<file path="src/rtl/v30mz_pkg.sv">
// Shared V30MZ definitions: register indices and effective-address factor bit positions.
package v30mz_pkg;

  typedef enum logic [2:0] {
    REG_AW = 3'd0,
    REG_CW = 3'd1,
    REG_DW = 3'd2,
    REG_BW = 3'd3,
    REG_SP = 3'd4,
    REG_BP = 3'd5,
    REG_IX = 3'd6,
    REG_IY = 3'd7
  } reg_id_e;

  localparam int unsigned FACTOR_NO_BASE  = 2;
  localparam int unsigned FACTOR_NO_INDEX = 1;
  localparam int unsigned FACTOR_NO_DISP  = 0;

  localparam int unsigned NUM_REGS = 8;

endpackage

</file>
<file path="src/rtl/register_file_agu_if.sv">
// Register-file write port and address-generation bus between microsequencer, AGU and BCU.
// REGFILE_BYTE_WRITE_EN adds the write_byte / write_hi lane-select signals.
interface register_file_agu_if;
  logic             we;
  logic [2:0]       write_id;
  logic [15:0]      write_data;
`ifdef REGFILE_BYTE_WRITE_EN
  logic             write_byte;
  logic             write_hi;
`endif
  logic [7:0][15:0] registers;
  logic [2:0]       factors;
  logic [15:0]      segment;
  logic [2:0]       base_id;
  logic [2:0]       index_id;
  logic [15:0]      displacement;
  logic [19:0]      physical_address;

  modport master (
    output we, write_id, write_data,
`ifdef REGFILE_BYTE_WRITE_EN
    output write_byte, write_hi,
`endif
    output factors, segment, base_id, index_id, displacement,
    input  registers, physical_address
  );

  modport slave (
    input  we, write_id, write_data,
`ifdef REGFILE_BYTE_WRITE_EN
    input  write_byte, write_hi,
`endif
    input  factors, segment, base_id, index_id, displacement,
    output registers, physical_address
  );
endinterface

</file>
<file path="src/rtl/register_file_agu_pa_adder.sv">
// Combinational effective-address and 20-bit physical-address adder.
module pa_adder
  import v30mz_pkg::*;
(
  input  logic [2:0]  factors,
  input  logic [15:0] segment,
  input  logic [15:0] base,
  input  logic [15:0] index,
  input  logic [15:0] displacement,
  output logic [19:0] physical_address
);

  logic [15:0] ea;

  // Both sums truncate to their result width, giving the 16-bit EA wrap and the 20-bit PA wrap.
  always_comb begin
    ea = (factors[FACTOR_NO_BASE]  ? 16'h0000 : base)
       + (factors[FACTOR_NO_INDEX] ? 16'h0000 : index)
       + (factors[FACTOR_NO_DISP]  ? 16'h0000 : displacement);
    physical_address = {segment, 4'h0} + {4'h0, ea};
  end

endmodule

</file>
<file path="src/rtl/register_file_agu.sv">
// V30MZ register file (8x16, one synchronous write port) plus memory-operand address generation.
// REGFILE_BYTE_WRITE_EN enables byte-lane writes via write_byte / write_hi.
module register_file_agu
  import v30mz_pkg::*;
(
  input  logic                clk,
  input  logic                reset,
  register_file_agu_if.slave  bus
);

  logic [7:0][15:0] regs;

  always_ff @(posedge clk or posedge reset) begin
    if (reset) begin
      regs <= '0;
    end else if (bus.we) begin
`ifdef REGFILE_BYTE_WRITE_EN
      if (!bus.write_byte) begin
        regs[bus.write_id] <= bus.write_data;
      end else if (bus.write_hi) begin
        regs[bus.write_id][15:8] <= bus.write_data[7:0];
      end else begin
        regs[bus.write_id][7:0] <= bus.write_data[7:0];
      end
`else
      regs[bus.write_id] <= bus.write_data;
`endif
    end
  end

  assign bus.registers = regs;

  pa_adder u_pa_adder (
    .factors          (bus.factors),
    .segment          (bus.segment),
    .base             (regs[bus.base_id]),
    .index            (regs[bus.index_id]),
    .displacement     (bus.displacement),
    .physical_address (bus.physical_address)
  );

endmodule

</file>
<file path="src/flat_wrapper.sv">
// flat-port wrapper written by rule: the top's interface ports become plain ports
module register_file_agu_flat import v30mz_pkg::*;
  (clk, reset, bus_we, bus_write_id, bus_write_data, bus_factors, bus_segment, bus_base_id, bus_index_id, bus_displacement, bus_registers, bus_physical_address);
  register_file_agu_if bus_i ();
  input  logic clk;
  input  logic reset;
  input wire logic [$bits(bus_i.we)-1:0] bus_we;
  input wire logic [$bits(bus_i.write_id)-1:0] bus_write_id;
  input wire logic [$bits(bus_i.write_data)-1:0] bus_write_data;
  input wire logic [$bits(bus_i.factors)-1:0] bus_factors;
  input wire logic [$bits(bus_i.segment)-1:0] bus_segment;
  input wire logic [$bits(bus_i.base_id)-1:0] bus_base_id;
  input wire logic [$bits(bus_i.index_id)-1:0] bus_index_id;
  input wire logic [$bits(bus_i.displacement)-1:0] bus_displacement;
  output wire logic [$bits(bus_i.registers)-1:0] bus_registers;
  output wire logic [$bits(bus_i.physical_address)-1:0] bus_physical_address;
  assign bus_i.we = bus_we;
  assign bus_i.write_id = bus_write_id;
  assign bus_i.write_data = bus_write_data;
  assign bus_i.factors = bus_factors;
  assign bus_i.segment = bus_segment;
  assign bus_i.base_id = bus_base_id;
  assign bus_i.index_id = bus_index_id;
  assign bus_i.displacement = bus_displacement;
  assign bus_registers = bus_i.registers;
  assign bus_physical_address = bus_i.physical_address;
  register_file_agu u_core (.clk(clk), .reset(reset), .bus(bus_i));
endmodule
</file>
<file path="config.mk">
export PLATFORM = sky130hd
export DESIGN_NAME = register_file_agu_flat
export DESIGN_NICKNAME = d
export VERILOG_FILES = /design/src/rtl/v30mz_pkg.sv /design/src/rtl/register_file_agu_if.sv /design/src/rtl/register_file_agu_pa_adder.sv /design/src/rtl/register_file_agu.sv /design/src/flat_wrapper.sv
export SDC_FILE = /design/constraint.sdc
export NUM_CORES = 1
export LEC_CHECK = 0
export BUFFER_PORTS_ARGS = -buffer_cell sky130_fd_sc_hd__buf_2
export CAP_MARGIN = 40
export CORE_ASPECT_RATIO = 1.25
export CORE_MARGIN = 8
export CORE_UTILIZATION = 35
export DETAILED_ROUTE_END_ITERATION = 7
export HOLD_SLACK_MARGIN = 0.1
export PLACE_DENSITY = 0.63
export SYNTH_ARGS = -nofsm -noshare
export SYNTH_HDL_FRONTEND = slang
export SYNTH_SLANG_ARGS = --single-unit
</file>
<file path="constraint.sdc">
create_clock -name clk -period 13.5 [get_ports clk]
set_clock_uncertainty 0.1 [all_clocks]
set_input_delay 2.025 -clock clk [delete_from_list [all_inputs] [get_ports clk]]
set_output_delay 2.025 -clock clk [all_outputs]
set_load 0.01 [all_outputs]
</file>
Yosys cells after proc, flatten, opt, wreduce, memory -nomap -nowiden
Cells that the tools add are included.

word-level totals
  flip-flop bits (word level) = 128
  latch bits = 0
  RAM bits = 0
  ROM bits = 0
  output and inout port bits = 148
  word-level logic and storage cells = 26
  memories kept = 0

cells by class
  add/sub/neg operators = 3
  multiply operators = 0
  divide/modulo/power cells = 0
  magnitude comparators = 4
  equal/unequal tests = 0
  shifts and indexed selects = 0
  multiplexer cells = 10
  bitwise gates (word level) = 0
  reduce and logical (&&, ||, !) cells = 1

operators by type and width
  cell                                                                number
  bitwise mux 128 bit                                                 1
  binary-select mux 16 bit (select 3 bit)                             2
  two-way mux 16 bit                                                  6
  demux 16 bit (select 3 bit)                                         1
  adder 16 bit                                                        2
  adder 20 x 16 -> 20 bit                                             1
  less-than comparator 3 x 4 -> 1 bit (second input constant)         3
  greater-or-equal comparator 3 x 1 -> 1 bit (second input constant)  1
  logical AND 1 bit                                                   1

Depth between registers and ports, before layout
  depth after elaboration = 6
  depth in mapped cells = 22
  gate-level depth less buffers = 20

Modules after synthesis
Synthesis repeated with hierarchy kept, for this count alone.

second synthesis, totals
  cells, all modules = 635
  area, all modules = 8,921.1 um2

by module, submodules not included
  module             instances  cells an instance  area an instance (um2)
  register_file_agu  1          396                7,039.3
  pa_adder           1          239                1,881.8

Least setup slack after synthesis
Ideal clock, no wire load.

  path type = input to output
  start point = input bus_index_id[1]
  end point = output bus_physical_address[19]
  arrival = 6.590 ns
  data required time = 11.375 ns
  setup slack = 4.785 ns
  stages on the path = 19
  buffers on the path = 2
  cell sequence = clkbuf_1 > clkbuf_1 > mux4_2 > mux2i_1 > or2_2 > fa_1 > inv_1 > ha_1 > a21o_1 > or3_4 > o211ai_2 > a21o_4 > or4b_1 > o311ai_1 > ha_1 > a2111oi_0 > o31ai_1 > nand4_1 > xnor2_1

on the way
  word-level cells in the longest chain between the ends = 6

ends and longest elaborated chain
  item                                      line                              text
  from (decl)                               flat_wrapper.sv:13                input wire logic [$bits(bus_i.index_id)-1:0] bus_index_id;
  binary-select mux 16 bit (select 3 bit)   register_file_agu.sv:37           .index (regs[bus.index_id]),
  two-way mux 16 bit (implied by the code)  register_file_agu.sv:37
  two-way mux 16 bit                        register_file_agu_pa_adder.sv:18  + (factors[FACTOR_NO_INDEX] ? 16'h0000 : index)
  adder 16 bit                              register_file_agu_pa_adder.sv:18
  adder 16 bit                              register_file_agu_pa_adder.sv:19  + (factors[FACTOR_NO_DISP] ? 16'h0000 : displacement);
  adder 20 x 16 -> 20 bit                   register_file_agu_pa_adder.sv:20  physical_address = {segment, 4'h0} + {4'h0, ea};
  to (decl)                                 flat_wrapper.sv:16                output wire logic [$bits(bus_i.physical_address)-1:0] bus_physical_address;

Every way passes these cells. The select of a mux whose other input is x is not followed.

Worst setup path after layout
  start point = input bus_base_id[1]
  end point = output bus_physical_address[19]

on the way
  word-level cells in the longest chain between the ends = 6

ends and longest elaborated chain
  item                                      line                              text
  from (decl)                               flat_wrapper.sv:12                input wire logic [$bits(bus_i.base_id)-1:0] bus_base_id;
  binary-select mux 16 bit (select 3 bit)   register_file_agu.sv:36           .base (regs[bus.base_id]),
  two-way mux 16 bit (implied by the code)  register_file_agu.sv:36
  two-way mux 16 bit                        register_file_agu_pa_adder.sv:17  ea = (factors[FACTOR_NO_BASE] ? 16'h0000 : base)
  adder 16 bit                              register_file_agu_pa_adder.sv:18
  adder 16 bit                              register_file_agu_pa_adder.sv:19
  adder 20 x 16 -> 20 bit                   register_file_agu_pa_adder.sv:20

Every way passes these cells. The select of a mux whose other input is x is not followed.

==> flow_metrics.env <==
export IMPL_synth_distinct_cells=47
export IMPL_reg2reg_depth=1
export IMPL_vdd_drop_max_v=0.00007058
export IMPL_htreeDepth=4
export IMPL_min_path_cells=1
export IMPL_hold_viol=0
export IMPL_path_cells="buf_2 -> mux4_2 -> mux2i_1 -> or2_2 -> fa_1 -> inv_1 -> ha_1 -> a21o_1 -> or3_4 -> o211ai_2 -> a21o_4 -> or4b_1 -> o311ai_1 -> ha_1 -> a2111oi_0 -> o31ai_1 -> nand4_1 -> xnor2_1 -> buf_2"
export IMPL_tightest_slew_ns=0.8828
export IMPL_status="completed"
export IMPL_cts_setup_buffers=0
export IMPL_largest_reg_flops=128
export IMPL_whs_ns=0.4490
export IMPL_sw_frac_of_total_pct=37.41
export IMPL_ant_nets=0
export IMPL_wl_per_cell_um=22.49
export IMPL_postCtsHoldBufs=0
export IMPL_place_hpwl_um=20500
export IMPL_hold_path_class="reg2reg"
export IMPL_setup_tns_ns=0
export IMPL_crit_path_max_fanout=32
export IMPL_overflow=0
export IMPL_nFillCells=2246
export IMPL_row_count=64
export IMPL_slew_viol_final=0
export IMPL_die_area_mm2=0.02981
export IMPL_drc_errors=0
export IMPL_cpPeakStageDelay_ns=0.66
export IMPL_ys_ff_latch=128
export IMPL_timing_rr_end="u_core.bus.registers[103]"
export IMPL_p_per_area_mw_per_mm2=178.8
export IMPL_place_congestion=0.8130
export IMPL_final_cell_mix="210 x buf_2, 128 x dfrtp_1, 127 x mux2_2"
export IMPL_rsz0062_at_grt="false"
export IMPL_syn_to_final_growth_pct=24.83
export IMPL_antenna_found_initial=0
export IMPL_die_w_um=156.0
export IMPL_grt_max_degree=52
export IMPL_clkTransAtPathRegs_ns=0.06
export IMPL_power_frac_seq_pct=29.7
export IMPL_synth_enable_flop_cells=0
export IMPL_synth_nets=765
export IMPL_clock_latency_ns=0.42
export IMPL_drt_iter0_drc=377
export IMPL_synthArstFlopShare_pct=100.0
export IMPL_fmax_ghz=0.1055
export IMPL_synthCells=658
export IMPL_synth_ff_type="dfrtp_1"
export IMPL_cp_top_family="compound AO/OA/AOI/OAI gates"
export IMPL_drtPass1Iterations=5
export IMPL_critPathCaptureType="output port"
export IMPL_yosysSeqAreaShare_pct=37.33
export IMPL_finalWirelength_um=27190
export IMPL_cp_startpoint="bus_base_id[1]"
export IMPL_worstHoldStart="u_core.bus.registers[25]"
export IMPL_cts_buffer_depth=2
export IMPL_crit_arrival_ns=7.35
export IMPL_die_h_um=191.1
export IMPL_start_kind="input pin"
export IMPL_max_cap_violations=0
export IMPL_cts_resized=0
export IMPL_initial_utilization_pct=35.37
export IMPL_cp_required_ns=11.38
export IMPL_root_buffer="clkbuf_16"
export IMPL_placed_cells=1176
export IMPL_reg2reg_from="u_core.bus.registers[103]"
export IMPL_grt_first_pass_wirelength_um=41950
export IMPL_num_vias=6369
export IMPL_avgSynthCellArea_um2=13.04
export IMPL_port_buffers=210
export IMPL_netlist_area_mm2=0.008581
export IMPL_clock_power_share_pct=26.0
export IMPL_clock_sinks=128
export IMPL_final_common_cell="buf_2"
export IMPL_holdPathEnd="u_core.bus.registers[25]"
export IMPL_vias_per_cell=5.268
export IMPL_track_usage_pct=18.54
export IMPL_setup_viol=0
export IMPL_leakage_nw=4.913
export IMPL_cts_tree="yes"
export IMPL_drive_gt1_share_pct=54.56
export IMPL_fin_crit_sh_pct=70.22
export IMPL_cpMaxStageDelayCell="buf_2"
export IMPL_relSlewSlack_pct=41.14
export IMPL_core_mm2=0.02426
export IMPL_internal_power_mw=1.199
export IMPL_r2r_slack_ns=12.57
export IMPL_synth_warnings=0
export IMPL_io_pins=211
export IMPL_netSwitchingPower_uw=716.5
export IMPL_grt_pass1_vias=6896
export IMPL_cp_buffers_inverters=3
export IMPL_period_needed_ns=9.479
export IMPL_combPwrFrac_pct=44.3
export IMPL_fin_util_pct=44.15
export IMPL_nets=972
export IMPL_final_cells=1209
export IMPL_crit_type="in2out"
export IMPL_cts_buffers=17
[power by group through the flow]
stage                     Sequential (mW)  Clock [mW]  Combinational (mW)
after floorplan                     0.580           0               0.534
after global placement              0.568           0               0.841
after detailed placement            0.574           0               0.855
after CTS                           0.569       0.502               0.858
after global routing                0.583       0.519               0.933
final                               0.570       0.497               0.848
[logic make-up (layout without fill, tap and decap cells)]
group / Yosys count / after routing / synth area share (%)
flops: 128 / 128 / 37.33
xor+xnor: 23 / 23 / 2.348
buf+inv: 65 / 285 / 3.062
simple gates: 115 / 115 / 7.437
mux: 225 / 225 / 37.45
compound gates: 58 / 58 / 4.477
other cells: 0 / 1 / 0
fa+ha+maj: 44 / 44 / 7.903
[synth_stat cells, types with 2 or more instances]
master     instances  area share [%]
mux4_2            64              17
o21a_1             6            0.52
nor2_1            29             1.3
o21ai_0           12            0.70
nand2_1           15            0.66
clkbuf_1          17            0.74
nor3b_2            2            0.29
nor3_1             4            0.23
o31ai_1            2            0.17
nor2b_1            4            0.29
mux2_2           127              17
dfrtp_1          128              37
nand3_1            4            0.23
xor2_1             5            0.51
a21oi_1           16            0.93
or2_2             25             1.8
a211oi_1           4            0.35
ha_1              27             3.9
nand4b_1           3            0.31
fa_1              17             4.0
inv_1             31             1.4
or3_1              2            0.15
nand2b_1          17             1.2
a21boi_0           3            0.26
xnor2_1           18             1.8
buf_1              2           0.088
buf_2             15            0.87
mux2i_1           33             3.8
nand4_1            3            0.22
a2111oi_0          2            0.20
a21o_1             4            0.35
nor3_2             2            0.23
[metal layers]
layer  track usage, %  vias to the layer above  share of wire [%]
li1                 -                     2879                  -
met1            22.73                     3283                 40
met2            31.10                      176                 50
met3            4.795                       31                7.7
met4            6.395                        0                2.3
met5                0                        -                  0
[how the worst max path moves through the flow]
stage / to / depth (start not counted)
CTS: bus_physical_address[19] / 19
detailed placement: bus_physical_address[19] / 19
finish: bus_physical_address[19] / 19
global route: bus_physical_address[19] / 21
global placement: bus_physical_address[19] / 19
floorplan: bus_physical_address[19] / 19
[stage by stage]
stage / setup slack (ns) / cell area [µm²] / power, mW
global route: 3.701 / 10710 / 2.035
CTS: 4.049 / 10710 / 1.930
floorplan: 4.785 / 8581 / 1.113
detailed placement: 4.095 / 10080 / 1.430
global placement: 4.195 / 9993 / 1.409
finish: 4.021 / 10710 / 1.915
[area by class of cell]
class                   instances  area, µm²  share of cell area [%]
well taps                     330      412.9                   3.855
multi-input cells             465       5140                   47.99
flip-flops and latches        128       3203                   29.90
clock inverters                15      207.7                   1.939
repair buffers                222       1201                   11.21
diodes                          1      2.502                 0.02336
clock buffers                  17      425.4                   3.972
inverters                      31      118.9                   1.110
Note: power is estimated with default switching activity, not from simulation.
